## src/rtl/my_interpolator_pipe.sv

```systemverilog
// Three-stage linear interpolator: base + ((next_data - base) * remaining) >>> FRAC_W.
// One global stall freezes every stage while the output is held by downstream.
module my_interpolator_pipe #(
    parameter int DATA_W   = 8,
    parameter int FRAC_W   = 4,
    parameter int SATURATE = 1
) (
    input  logic                     clk,
    input  logic                     rst_n,
    input  logic                     in_valid,
    output logic                     in_ready,
    input  logic signed [DATA_W-1:0] base,
    input  logic signed [DATA_W-1:0] next_data,
    input  logic signed [DATA_W-1:0] remaining,
    output logic                     out_valid,
    input  logic                     out_ready,
    output logic signed [DATA_W-1:0] interpolated_value,
    output logic                     sat_flag,
    output logic [15:0]              sat_count,
    input  logic                     sat_clr
);
    localparam int DW = DATA_W + 1;
    localparam int PW = 2*DATA_W + 1;
    localparam int SW = 2*DATA_W + 2;
    localparam logic signed [SW-1:0] MAX_V = {{(SW-DATA_W+1){1'b0}}, {(DATA_W-1){1'b1}}};
    localparam logic signed [SW-1:0] MIN_V = ~MAX_V;

    logic [3:1]               vld_pipe_q;
    logic                     stall;
    logic                     deliver;

    logic signed [DW-1:0]     s1_diff_q, s1_diff_d;
    logic signed [DATA_W-1:0] s1_base_q, s1_rem_q;
    logic signed [PW-1:0]     s2_prod_q, s2_prod_d;
    logic signed [DATA_W-1:0] s2_base_q;
    logic signed [DATA_W-1:0] res_q, res_d;
    logic                     sat_q, sat_d;
    logic [15:0]              cnt_q, cnt_d;

    logic signed [PW-1:0]     diff_x, rem_x, shifted;
    logic signed [SW-1:0]     sum;

    assign stall              = vld_pipe_q[3] && !out_ready;
    assign deliver            = vld_pipe_q[3] && out_ready;
    assign in_ready           = !stall;
    assign out_valid          = vld_pipe_q[3];
    assign interpolated_value = res_q;
    assign sat_flag           = sat_q;
    assign sat_count          = cnt_q;

    assign s1_diff_d = DW'(next_data) - DW'(base);

    always_comb begin
        diff_x    = PW'(s1_diff_q);
        rem_x     = PW'(s1_rem_q);
        s2_prod_d = diff_x * rem_x;
    end

    // Arithmetic shift floors toward minus infinity; the sum is wide enough to never overflow.
    always_comb begin
        shifted = s2_prod_q >>> FRAC_W;
        sum     = SW'(s2_base_q) + SW'(shifted);
        res_d   = sum[DATA_W-1:0];
        sat_d   = (sum > MAX_V) || (sum < MIN_V);
        if (SATURATE != 0) begin
            if (sum > MAX_V)      res_d = MAX_V[DATA_W-1:0];
            else if (sum < MIN_V) res_d = MIN_V[DATA_W-1:0];
        end
    end

    always_comb begin
        cnt_d = cnt_q;
        if (sat_clr)                              cnt_d = '0;
        else if (deliver && sat_q && cnt_q != '1) cnt_d = cnt_q + 16'd1;
    end

    always_ff @(posedge clk or negedge rst_n) begin
        if (!rst_n) begin
            vld_pipe_q <= '0;
            s1_diff_q  <= '0;
            s1_base_q  <= '0;
            s1_rem_q   <= '0;
            s2_prod_q  <= '0;
            s2_base_q  <= '0;
            res_q      <= '0;
            sat_q      <= 1'b0;
        end else if (!stall) begin
            vld_pipe_q <= {vld_pipe_q[2:1], in_valid};
            // Data registers only load behind a valid token, so bubbles never leak stale operands.
            if (in_valid) begin
                s1_diff_q <= s1_diff_d;
                s1_base_q <= base;
                s1_rem_q  <= remaining;
            end
            if (vld_pipe_q[1]) begin
                s2_prod_q <= s2_prod_d;
                s2_base_q <= s1_base_q;
            end
            if (vld_pipe_q[2]) begin
                res_q <= res_d;
                sat_q <= sat_d;
            end
        end
    end

    always_ff @(posedge clk or negedge rst_n) begin
        if (!rst_n) cnt_q <= '0;
        else        cnt_q <= cnt_d;
    end

endmodule

```

## config.mk

```make
export PLATFORM = sky130hd
export DESIGN_NAME = my_interpolator_pipe
export DESIGN_NICKNAME = d
export VERILOG_FILES = /design/src/rtl/my_interpolator_pipe.sv
export SDC_FILE = /design/constraint.sdc
export NUM_CORES = 1
export LEC_CHECK = 0
export ABC_AREA = 1
export CAP_MARGIN = 15
export CORE_ASPECT_RATIO = 1.5
export CORE_MARGIN = 2
export CORE_UTILIZATION = 59
export DETAILED_ROUTE_END_ITERATION = 7
export PLACE_DENSITY_LB_ADDON = 0.25
export SLEW_MARGIN = 30
export SYNTH_ARGS = -nofsm -noshare
export SYNTH_HDL_FRONTEND = slang
export SYNTH_SLANG_ARGS = --single-unit
```

## constraint.sdc

```tcl
create_clock -name clk -period 6.19 [get_ports clk]
set_input_delay 1.238 -clock clk [delete_from_list [all_inputs] [get_ports clk]]
set_output_delay 1.238 -clock clk [all_outputs]
set_load 0.1 [all_outputs]
```

After elaboration in Yosys (flattened, before gate mapping)
Cells that the tools add are included.

Multipliers: 1. Equal/unequal tests: 1. $add $sub $neg: 3. Bitwise gates (word level): 1. Shifts and indexed selects: 0. Reduce and logical (&&, ||, !) cells: 11. Divide/modulo/power cells: 0. Order comparisons: 2. Multiplexer cells: 4.

Operators by type and width (count): $mux 16 (2); $mul 9x8->17 (1); $add 16x1->16 const B (1); $mux 8 (2); $ne 16x16->1 const B (1); $add 8x13->14 (1); $gt 14x8->1 const B (1); $lt 14x8->1 const B (1); $sub 8x8->9 (1); $reduce_and 2->1 (3); $logic_and 1x1->1 (4); $logic_not 1->1 (2); $reduce_bool 2->1 (1); $logic_or 1x1->1 (1); $not 1->1 (1).

Latch bits: 0. Output and inout port bits: 27. Memory bits (read-only): 0. Flip-flop bits (word level): 78. Memories: 0. Word-level logic and storage cells: 32. RAM bits: 0.

Depth between registers and ports, before layout
Gate-level depths: netlist of run 1.

Word-level depth: 5. Mapped depth: 21. Mapped depth without buffers: 20.

Least setup slack after synthesis of run 1
Ideal clock, no wire load.

Path kind: reg-to-reg. From: reg s1_rem_q[2]. To: reg s2_prod_q[15]. Cell stages (with the launch flop): 20. Clock period less this slack: 4.344 ns. Arrival time: 4.226 ns. Required time: 6.072 ns. Slack: 1.846 ns. Setup time: 0.118 ns. Path buffers: 1. Path through: dfrtp_1 > clkbuf_1 > nand2_1 > inv_1 > fa_1 > inv_1 > fa_1 > inv_1 > fa_1 > inv_1 > fa_1 > inv_1 > ha_1 > nand2_1 > a21oi_1 > a211oi_1 > nand3_1 > or2_2 > nand3_1 > nand2_1.

Cells in the longest elaborated chain, start to end: 1.

RTL lines: from (decl) (RTL line 33) `logic signed [DATA_W-1:0] s1_base_q, s1_rem_q;`; from (signal assigned) (RTL line 93) `s1_rem_q <= remaining;`; $mul 9x8->17 (RTL line 56) `s2_prod_d = diff_x * rem_x;`; to (signal assigned) (RTL line 96) `s2_prod_q <= s2_prod_d;`; to (decl) (RTL line 34) `logic signed [PW-1:0] s2_prod_q, s2_prod_d;`.

No other way between the ends. A chain may end at the register's enable or synchronous reset.

Worst setup path after layout of run 1
From: reg s1_rem_q[2]. To: reg s2_prod_q[16].

Same word-level chain as after synthesis.

==> results.md, run 1 <==
Clocking:
- The total clock sinks is 74.
- The clock latency at the later pin of the worst-skew pair is 0.35 ns.
- The clock-pin slew on the worst setup and hold paths is 0.06 ns.
- Counting the buffers created by CTS gives 9.
- Counting along the longest clock path gives a buffer depth of 2.
- The buffers inserted during post-CTS setup optimization is 0.
- The post-cts sizing count is 0.
- The total number of H-tree levels is 3.
- The clock root buffer master is clkbuf_16.
- The CTS tree is built.
- The number of buffers inserted by hold repair at cts is 0.

Route:
- After detailed routing, the total wire length is 14,810 µm.
- Before antenna repair, the detailed router went through 5 iterations.
- In this run, the number of DRC markers left after iteration 0 of detailed routing was 259.
- Using the TritonRoute via totals, the vias-per-cell ratio works out to 5.181.
- The mean routed wirelength per cell is 13.18 µm.
- Summing over every cut layer, the via total after detailed routing is 5,823.
- The antenna violation net count after detailed routing is 0.
- In the routed design, unresolved DRC markers number 0.

Global routing:
- The via count of the first global-routing pass is 5,734.
- Entering global routing, the biggest net connects 75 pins.
- The number of antenna violations at the first check in global routing was 0.
- The total congestion overflow is 0.
- The first global-routing pass estimated 25,230 µm of wire.
- The total routing usage reported by global routing is 0.2494.

Synth:
- The portion of synthesized cell area occupied by the leading cell type is 0.2635.
- Yosys printed 0 warnings.
- The adder and majority cell fraction of the synthesized area is 0.2692.
- The unique cell type count in the Yosys netlist is 35.
- The gate count of the mapped netlist is 927.
- The average instance in the mapped netlist occupies 7.581 µm².
- The fraction of synthesized area in multiplexers is 0.
- The number of nets handed over by synthesis was 1,070.
- The number of synthesized register bits is 74.
- Of the synthesized area, sequential elements account for 0.2635.
- The fraction of the mapped netlist area in compound gates is 0.06997.
- Of the total synthesized cell area, the portion taken by AND, OR, NAND and NOR gates is 0.2459.
- By area, the combinational part of the netlist is dominated by adder cells.
- Ranked by total cell area, the synthesized netlist is headed by dfrtp_1 (26%), fa_1 (18%), nand2_1 (15%), inv_1 (10%), ha_1 (9.3%).
- Of the total synthesized cell area, the portion taken by XOR and XNOR cells is 0.03116.
- After synthesis the cells add up to 0.007028 mm².
- Summed over all instances, the cell type with the most area after synthesis is dfrtp_1.

Run status:
- The flow ran to the end, and the final reports show no timing, DRC or antenna violations.

Timing:
- The final hold violation count is 0.
- The clock skew after layout is 0.01046 ns.
- The final-layout setup total negative slack is 0 ns.
- The setup-violating endpoint count in the final report is 0.
- The max-slew violation count is 0.
- The transition time of the tightest slew-check pin is 0.9736 ns.
- The fmax is 218.1 MHz.
- Of the available clock period, the critical path in the final layout requires 0.7408.
- The relative max-transition margin is 0.3489.
- The minimum hold slack is 0.4746 ns.
- Setup repair after global routing left no endpoint under its margin.
- The minimum period implied by the final worst setup slack is 4.585 ns.

Placement:
- The HPWL after detailed placement is 12,000 µm.
- The number of port buffers is 55.
- The placer's final routability congestion estimate is 0.9334.

Min path:
- The depth of the worst hold-timing path is 2.
- For hold timing, the worst endpoint is interpolated_value[1].
- In this run the worst hold path is classified as reg2reg.
- The worst hold path begins at interpolated_value[1].

Floorplanning:
- The core region is 0.01159 mm².
- The starting density of the core is 0.6063.
- The number of top-level pins is 56.
- The area of the die is 0.01282 mm².
- The floorplan has 48 rows.
- The die extent in x is 93.12 µm.
- The die boundary height is 137.7 µm.

Worst setup path:
- The required time at the worst-slack endpoint is 6.38 ns.
- The startpoint of the worst register-to-register path is s1_rem_q[2].
- The category of the worst setup path capture point is a flop.
- The depth of the most critical reg-to-reg path is 17.
- The critical path class is reg2reg.
- In this run the register-to-register setup slack is 1.60 ns.
- The largest fanout of any net on the critical path is 10.
- The endpoint identified for the worst register-to-register timing path is s2_prod_q[16].
- The arrival time of data at the critical path endpoint is 4.77 ns.
- The sort of element at the start of the critical path is a flop.

Finish:
- The number of fill cells is 986.
- The top cell types in the final layout, fill and taps aside, are nand2_1 (273), inv_1 (192), dfrtp_1 (74).
- The total inserted antenna cells is 0.
- The area growth from synthesis to layout is 13.60%.
- After the last flow step, the layout net total stands at 1,112.
- The most common cell after layout, fill and taps aside is nand2_1.
- In the final layout, the share of cells above drive strength 1 is 0.06776.

Job:
- The number of max-cap violations is 0.
-- registers in the layout, indices dropped and copies added (netlist names) --
register            flops
sat_count              16
s2_prod_q              13
s1_diff_q               9
interpolated_value      8
s1_base_q               8
s1_rem_q                8
s2_base_q               8
vld_pipe_q              3
sat_flag                1
-- routing by layer --
metal  wire length, µm  GRT usage
met5                 0          0
met4               438     0.1070
met3               419    0.03009
met1              5535     0.2720
met2              8417     0.4799
-- worst max-delay path, cell delays in order (launching register included) --
cell and delay, ns:
dfrtp_1 0.49, nand2_1 0.16, inv_1 0.09, fa_1 0.61
inv_1 0.17, fa_1 0.56, inv_1 0.05, fa_1 0.52
inv_1 0.05, fa_1 0.52, inv_1 0.04, ha_1 0.33
nand2_1 0.11, nor2_1 0.20, nand3_1 0.17, nand4_1 0.15
xor2_1 0.13, o21ai_0 0.08
-- per-stage QoR --
step	area, µm²	worst slack (ns)	std cells	utilization
2_1_floorplan	7028	1.846	927	-
3_3_place_gp	7672	1.717	1108	0.6619
3_5_place_dp	7672	1.634	1108	0.6619
4_1_cts	7980	1.615	1124	0.6885
5_1_grt	7984	1.306	1124	0.6888
6_report	7984	1.605	1124	0.6888
-- worst max-delay path by stage --
stage / from / end / slack [ns] / cells past startpoint
after floorplan: s1_rem_q[2] / s2_prod_q[15] / 1.85 / 19
final: s1_rem_q[2] / s2_prod_q[16] / 1.60 / 17
after global placement: s1_rem_q[2] / s2_prod_q[16] / 1.72 / 17
after detailed placement: s1_rem_q[2] / s2_prod_q[16] / 1.63 / 17
after CTS: s1_rem_q[2] / s2_prod_q[16] / 1.61 / 17
after global routing: s1_rem_q[2] / s2_prod_q[15] / 1.31 / 18
-- layout make-up --
class                           count  area (µm²)  share of cell area
Multi-Input combinational cell    629        4330              0.5424
Clock inverter                      7       82.58             0.01034
Clock buffer                        9       225.2             0.02821
Timing Repair Buffer               56       559.3             0.07005
Sequential cell                    74        1852              0.2319
Inverter                          199       747.0             0.09356
Tap cell                          150       187.7             0.02351
-- cell usage after synthesis, drive strengths merged --
cell / instances
a211oi: 4
a21o: 2
a21oi: 26
a22oi: 1
a31oi: 2
buf: 4
clkbuf: 21
clkinv: 3
dfrtp: 74
fa: 62
ha: 52
inv: 196
nand2: 297
nand3: 37
nand4: 7
nor2: 51
nor3: 7
nor3b: 1
nor4: 1
o211ai: 1
o21a: 1
o21ai: 44
o21bai: 2
o221a: 2
o311a: 1
or2: 3
xnor2: 11
xor2: 14
-- cells by family after synthesis --
logic type      Yosys count
xor+xnor                 25
fa+ha+maj               114
buf+inv                 224
flops                    74
compound gates           86
simple gates            404
Power of run 1 is left out: the tool's default activity adds up to more than one toggle a clock period on the data nets, which glitch-free logic cannot reach.
==> run 2: changes to the inputs <==
--- a/config.mk
+++ b/config.mk
@@ -9,7 +9,7 @@
 export CAP_MARGIN = 15
 export CORE_ASPECT_RATIO = 1.5
 export CORE_MARGIN = 2
-export CORE_UTILIZATION = 59
+export CORE_UTILIZATION = 54
 export DETAILED_ROUTE_END_ITERATION = 7
 export PLACE_DENSITY_LB_ADDON = 0.25
 export SLEW_MARGIN = 30
==> constraint.sdc (replaced) <==
create_clock -name clk -period 3.8 [get_ports clk]
set_input_delay 0.76 -clock clk [delete_from_list [all_inputs] [get_ports clk]]
set_output_delay 0.76 -clock clk [all_outputs]
set_load 0.1 [all_outputs]
==> run 2 against run 1 <==
Compared with the run above: global-route usage fell by 1.6 points; die area up 8.9%; maximum frequency grew 13%; first-iteration DRC count shrank 22%; largest cell class unchanged; the flow now finishes with violations (setup timing); critical endpoint is now s2_prod_q[14].
==> results.md, run 2 (synthesis gave the netlist of run 1 again) <==
Run status:
- The flow ran to the end, but the final reports show violations.
- The checks that failed: setup timing.

Floorplanning:
- The die boundary height came to 143.7 µm (+4.4%).
- The number of top-level pins is 56 (unchanged).
- The number of rows created at floorplan is 51 (+6.3%).
- The starting density of the core is 0.5479 (-0.05838).
- The area of the die is 0.01396 mm² (+8.9%).
- The core outline area was 0.01283 mm² (+11%).
- The die extent in x is 97.15 µm (+4.3%).

Clocking:
- The number of buffers inserted by hold repair at cts is 0 (unchanged).
- The number of buffers created by CTS is 9 (unchanged).
- The clock-pin slew on the worst setup and hold paths is 0.06 ns (about the same).
- The total clock sinks was 74 (unchanged).
- The clock latency at the later pin of the worst-skew pair is 0.34 ns (about the same).
- The maximum number of buffers from clock root to sink is 2 (unchanged).
- The total number of H-tree levels is 3 (unchanged).
- The clock root buffer master is clkbuf_16.
- TritonCTS built the clock tree.

Global routing:
- The wire length of the first global-routing pass was 26,700 µm (+5.8%).
- The total routing usage reported by global routing was 0.2334 (-0.01605).
- The total congestion overflow is 0 (unchanged).
- The number of antenna violations at the first check in global routing is 0 (unchanged).
- The maximum number of pins on one net before global-route repair is 75 (unchanged).
- The via count of the first global-routing pass is 6,086 (+6.1%).

Finish:
- The total area of sequential cells is 0.001868 mm² (+0.88%).
- The ratio of cells with drive above 1 in the final layout is 0.2117 (+0.1439).
- The most common cell after layout, fill and taps aside is nand2_1.
- The post-route cell area is 0.008921 mm² (+12%).
- The number of nets at the end of the flow came to 1,182 (+6.3%).
- Leaving out fill and tap cells, the most frequent cells in the layout are nand2_1 (256), inv_1 (177), buf_4 (63).
- The flip-flop count of the largest register after layout is 16 (unchanged).
- The count of non-filler cells in the finished layout came to 1,203 (+7.0%).
- The number of fill cells is 1,009 (+2.3%).
- The layout overhead on the synthesized area is 26.94%.
- The total inserted antenna cells was 0 (unchanged).
- The multi-input combinational cell area is 0.004674 mm² (+7.9%).

Timing:
- The max-slew violation count was 0 (unchanged).
- The share of the clock period used by the worst path after layout is 1.066 (+0.3249).
- Setup repair after global routing could not meet its margin everywhere.
- The final hold violation count is 0 (unchanged).
- The minimum hold slack came to 0.4549 ns (-0.01971 ns).
- The clock skew after layout is 0.01393 ns (+0.003472 ns).
- The setup-violating endpoint count in the final report is 9 (+9).
- The transition time of the tightest slew-check pin came to 0.9691 ns (-0.004557 ns).
- The minimum period implied by the final worst setup slack came to 4.049 ns (-0.5358 ns).
- The fmax came to 246.9 MHz (+13%).
- The final-layout setup total negative slack came to -1.586 ns (-1.586 ns).
- The final worst setup slack was -0.2495 ns (-1.854 ns).
- The relative max-transition margin is 0.3519 (+0.003047).

Job:
- The number of max-cap violations is 0 (unchanged).

Route:
- The starting DRC count in detailed routing was 203 (-22%).
- The antenna violation net count after detailed routing is 0 (unchanged).
- The mean routed wirelength per cell is 13.75 µm (+4.3%).
- The number of iterations in the first detailed-routing pass was 5 (unchanged).
- The total routed wirelength is 16,540 µm (+12%).
- The DRC violation count after routing is 0 (unchanged).
- The total via count after detailed routing is 6,141 (+5.5%).
- The average via count per standard cell is 5.105 (-1.5%).

Placement:
- The placer's final routability congestion estimate is 0.9296 (-0.41%).
- The number of port buffers came to 55 (unchanged).
- The sum of net half-perimeters after detailed placement was 12,370 µm (+3.1%).
- The instance area after placement is 0.008207 mm² (+7.0%).
- The cell count after placement is 1,163 (+5.0%).

Worst setup path:
- In this run the critical register-to-register path is launched from s1_rem_q[3].
- The sort of element at the start of the critical path is a flop.
- The arrival time of data at the critical path endpoint is 4.26 ns (-0.51 ns).
- The largest fanout of any net on the critical path is 7 (-3).
- The most critical setup path has its startpoint at s1_rem_q[3].
- The critical path class is reg2reg.
- The category of the worst setup path capture point is a flop.
- The required time at the worst-slack endpoint is 4.01 ns (-2.37 ns).

Min path:
- In this run the worst hold path is classified as in2async.
run 2: cell types whose count changed in the layout (fill, tap and decap cells not counted), moves of 13 or more:
cell     before  now
inv_1       192  177
buf_4         1   63
nand2_1     273  256
dfrtp_2       0   13
inv_2         4   18
dfrtp_1      74   61
run 2: critical path, stage by stage (launching register included):
cell and delay (ns):
dfrtp_2 0.47, nand2_2 0.11, inv_2 0.06, fa_2 0.60, inv_2 0.07, fa_1 0.52
fa_1 0.44, fa_1 0.54, inv_2 0.05, ha_4 0.23, a21o_1 0.21, nor2_1 0.14
o211ai_1 0.12, or2_4 0.26, nand3_2 0.06, nand2_1 0.06
run 2: path summary, 6_finish.rpt:
| kind | to | slack, ns | cells past startpoint |
|---|---|---|---|
| min in group clk | interpolated_value[5] | 0.47 | 2 |
| hold reg to reg | interpolated_value[5] | 0.47 | 2 |
| hold / removal | s2_prod_q[15] | 0.45 | 1 |
| setup / recovery | s2_prod_q[14] | -0.25 | 15 |
| setup reg to reg | s2_prod_q[14] | -0.25 | 15 |
| max in group asynchronous | s1_diff_q[2] | 2.86 | 1 |
run 2: layer usage:
metal	wire (µm)	GRT usage	vias up
li1	-	-	3030
met3	455	0.02870	57
met4	640	0.07858	0
met5	0	0	-
met2	9346	0.4704	150
met1	6094	0.2475	2904
run 2: layout make-up:
cell class | instances | area share
Multi-Input combinational cell | 629 | 0.5240
Sequential cell | 74 | 0.2094
Timing Repair Buffer | 126 | 0.1251
Inverter | 199 | 0.08457
Clock buffer | 9 | 0.02525
Tap cell | 159 | 0.02230
Clock inverter | 7 | 0.009397
run 2: timing repair:
item,in CTS,in global routing
buffers inserted,12,12
pin swaps,41,29
gates resized for setup,47,33
setup endpoints to repair,9,11
run 2: through the flow:
step | util | setup WS (ns)
detailed placement | 0.6398 | -0.3988
global placement | 0.6398 | -0.3199
finish | 0.6955 | -0.2495
global route | 0.6955 | -0.3992
CTS | 0.6815 | -0.2012
floorplan | - | -0.1301
Power of run 2 is left out for the same reason.
==> run 3: changes to the inputs <==
--- a/config.mk
+++ b/config.mk
@@ -11,6 +11,7 @@
 export CORE_MARGIN = 2
 export CORE_UTILIZATION = 54
 export DETAILED_ROUTE_END_ITERATION = 7
+export GPL_TIMING_DRIVEN = 0
 export PLACE_DENSITY_LB_ADDON = 0.25
 export SLEW_MARGIN = 30
 export SYNTH_ARGS = -nofsm -noshare
==> run 3 against run 2 <==
Compared with the run above: the run still ends with setup timing left; final cell count barely moved; critical path type unchanged; maximum frequency fell by 2.6%; critical endpoint is now s2_prod_q[13]; cell area rose by 2.2%; sequential share of layout area fell by 0.56 points; flip-flop and latch count did not move; routed wire length rose by 7.3%; first-iteration DRC count rose by 50%; via count rose by 2.3%; die area did not move; non-clock buffer count fell by 1.
==> results.md, run 3 (synthesis gave the netlist of run 1 again) <==
Worst setup path:
- STA classifies the critical path endpoint as a flop.
- The worst path buffer plus inverter count came to 4 (+1).
- The largest fanout of any net on the critical path is 5 (-2).
- The instance count on the critical path is 17 (+2).
- The setup path with the least slack is of type reg2reg.
- In this run the worst setup path begins at s1_rem_q[4].
- Traced cell by cell, the critical path runs through buf_6 -> nand2_4 -> fa_1 -> inv_2 -> fa_2 -> fa_1 -> inv_2 -> fa_1 -> inv_2 -> ha_4 -> nand2_4 -> nand2_4 -> a21oi_4 -> o21ai_4 -> a21oi_2 -> xor2_1 -> o21ai_1.
- The depth of the most critical reg-to-reg path is 17 (+2).
- In this run the critical register-to-register path is launched from s1_rem_q[4].
- The arrival time of data at the critical path endpoint is 4.37 ns (+0.11 ns).
- STA classifies the critical path startpoint as a flop.
- The required time at the worst-slack endpoint is 4.01 ns (about the same).
- The cell with the largest stage delay on the worst path is fa_1.
- The cell family contributing the most delay on the critical path is adder cells.
- The maximum single-stage delay on the critical path was 0.56 ns (-0.04 ns).

Timing:
- The final worst setup slack is -0.3569 ns (-0.1074 ns).
- The fmax is 240.6 MHz (-2.6%).
- The relative max-transition margin is 0.3538 (+0.001891).
- The setup-violating endpoint count in the final report was 9 (unchanged).
- The transition time of the tightest slew-check pin is 0.9662 ns (-0.002827 ns).
- The clock skew after layout is 0.01133 ns (-0.002601 ns).
- The max-slew violation count was 0 (unchanged).
- The share of the clock period used by the worst path after layout is 1.094 (+0.02826).
- The final hold violation count was 0 (unchanged).
- Setup repair after global routing could not meet its margin everywhere.
- The final-layout setup total negative slack is -2.595 ns (-1.009 ns).
- The minimum period implied by the final worst setup slack is 4.157 ns (+0.1074 ns).

Route:
- The starting DRC count in detailed routing is 304 (+50%).
- The mean routed wirelength per cell is 14.77 µm (+7.4%).
- The average via count per standard cell is 5.227 (+2.4%).
- The DRC violation count after routing is 0 (unchanged).
- The number of iterations in the first detailed-routing pass came to 5 (unchanged).
- The total routed wirelength is 17,750 µm (+7.3%).
- The antenna violation net count after detailed routing is 0 (unchanged).
- The total via count after detailed routing is 6,283 (+2.3%).

Clocking:
- The clock latency at the later pin of the worst-skew pair was 0.35 ns (about the same).
- The clock root buffer master is clkbuf_16.
- The maximum number of buffers from clock root to sink was 2 (unchanged).
- The number of buffers inserted by hold repair at cts is 0 (unchanged).
- The total clock sinks is 74 (unchanged).
- The total number of H-tree levels was 3 (unchanged).
- The clock-pin slew on the worst setup and hold paths is 0.06 ns (about the same).
- The number of buffers created by CTS is 9 (unchanged).
- The CTS tree is built.

Floorplanning:
- The number of top-level pins came to 56 (unchanged).
- The starting density of the core came to 0.5479 (unchanged).
- The number of rows created at floorplan came to 51 (unchanged).
- The area of the die is 0.01396 mm² (unchanged).
- The core outline area is 0.01283 mm² (unchanged).
- The die boundary height is 143.7 µm (unchanged).
- The die extent in x is 97.15 µm (unchanged).

Global routing:
- The total routing usage reported by global routing is 0.2409 (+0.007571).
- The total congestion overflow came to 0 (unchanged).
- The via count of the first global-routing pass is 6,066 (-0.33%).
- The number of antenna violations at the first check in global routing was 0 (unchanged).
- The maximum number of pins on one net before global-route repair is 52 (-31%).
- The wire length of the first global-routing pass is 27,210 µm (+1.9%).

Min path:
- The kind of path behind the tightest hold check is in2async.

Finish:
- The multi-input combinational cell area is 0.004811 mm² (+2.9%).
- The flip-flop count of the largest register after layout came to 16 (unchanged).
- The number of nets at the end of the flow came to 1,181 (-0.085%).
- The total inserted antenna cells is 0 (unchanged).
- The total area of sequential cells came to 0.001858 mm² (-0.54%).
- The number of fill cells is 948 (-6.0%).
- The ratio of cells with drive above 1 in the final layout came to 0.2157 (+0.004038).
- The post-route cell area is 0.009116 mm² (+2.2%).
- In the layout the commonest cells are nand2_1 (250), inv_1 (169), dfrtp_1 (69).
- The area growth from synthesis to layout is 29.71%.
- The library cell used most frequently in the layout, excluding fill and tap cells, is nand2_1.

Placement:
- The number of port buffers came to 54 (-1.8%).
- The placer's final routability congestion estimate was 0.8934 (-3.9%).
- The sum of net half-perimeters after detailed placement was 12,270 µm (-0.79%).
- The instance area after placement is 0.008039 mm² (-2.0%).
- The minimum setup slack after placement is -0.3695 ns (+0.02923 ns).

Job:
- The number of max-cap violations is 0 (unchanged).

Run status:
- The final reports fail on setup timing.
- The flow ran to the end, but the final reports show violations.
## run 3: changes by cell type in the layout (fill, tap and decap cells not counted), moves of 5 or more
cell and delta:
buf_4 -30, nand2_4 +6, nand2_1 -6, inv_1 -8, buf_2 +5, dfrtp_2 -8
dfrtp_1 +8, buf_6 +8, inv_2 +6, clkbuf_1 +6
## run 3: layout make-up
cell class,count,area share
Buffer,21,0.01784
Clock buffer,9,0.02470
Clock inverter,7,0.009196
Inverter,199,0.08331
Multi-Input combinational cell,629,0.5277
Sequential cell,74,0.2038
Tap cell,159,0.02182
Timing Repair Buffer,104,0.1116
## run 3: per-layer routing
layer  global-route usage  up-vias  wire (µm)
li1                     -     3030          -
met1               0.2597     3003       6533
met2               0.4697      182       9821
met3              0.03599       68        620
met4              0.09414        0        772
met5                    0        -          0
## run 3: repair_timing
action | in CTS | in global routing
setup endpoints to repair | 8 | 9
cloned | 1 | 1
pin swaps | 47 | 75
gates resized for setup | 56 | 73
hold endpoints to repair | 0 | 0
setup buffers | 20 | 29
## run 3: per-stage QoR
step	hold slack, ns	utilization	std cells
6_report	0.3334	0.7108	1202
5_1_grt	0.3570	0.7108	1202
4_1_cts	0.3369	0.6757	1174
3_5_place_dp	0.4664	0.6268	1141
3_3_place_gp	0.4578	0.6248	1140
2_1_floorplan	0.4417	-	927
## run 3: final timing paths
| check | slack (ns) | end |
|---|---|---|
| min in group clk | 0.48 | s2_base_q[6] |
| max in group asynchronous | 2.85 | s1_rem_q[3] |
| worst min register to register | 0.48 | s2_base_q[6] |
| worst max-delay path | -0.36 | s2_prod_q[13] |
| worst max register to register | -0.36 | s2_prod_q[13] |
| worst min-delay path | 0.33 | s2_prod_q[14] |
Power of run 3 is left out for the same reason.
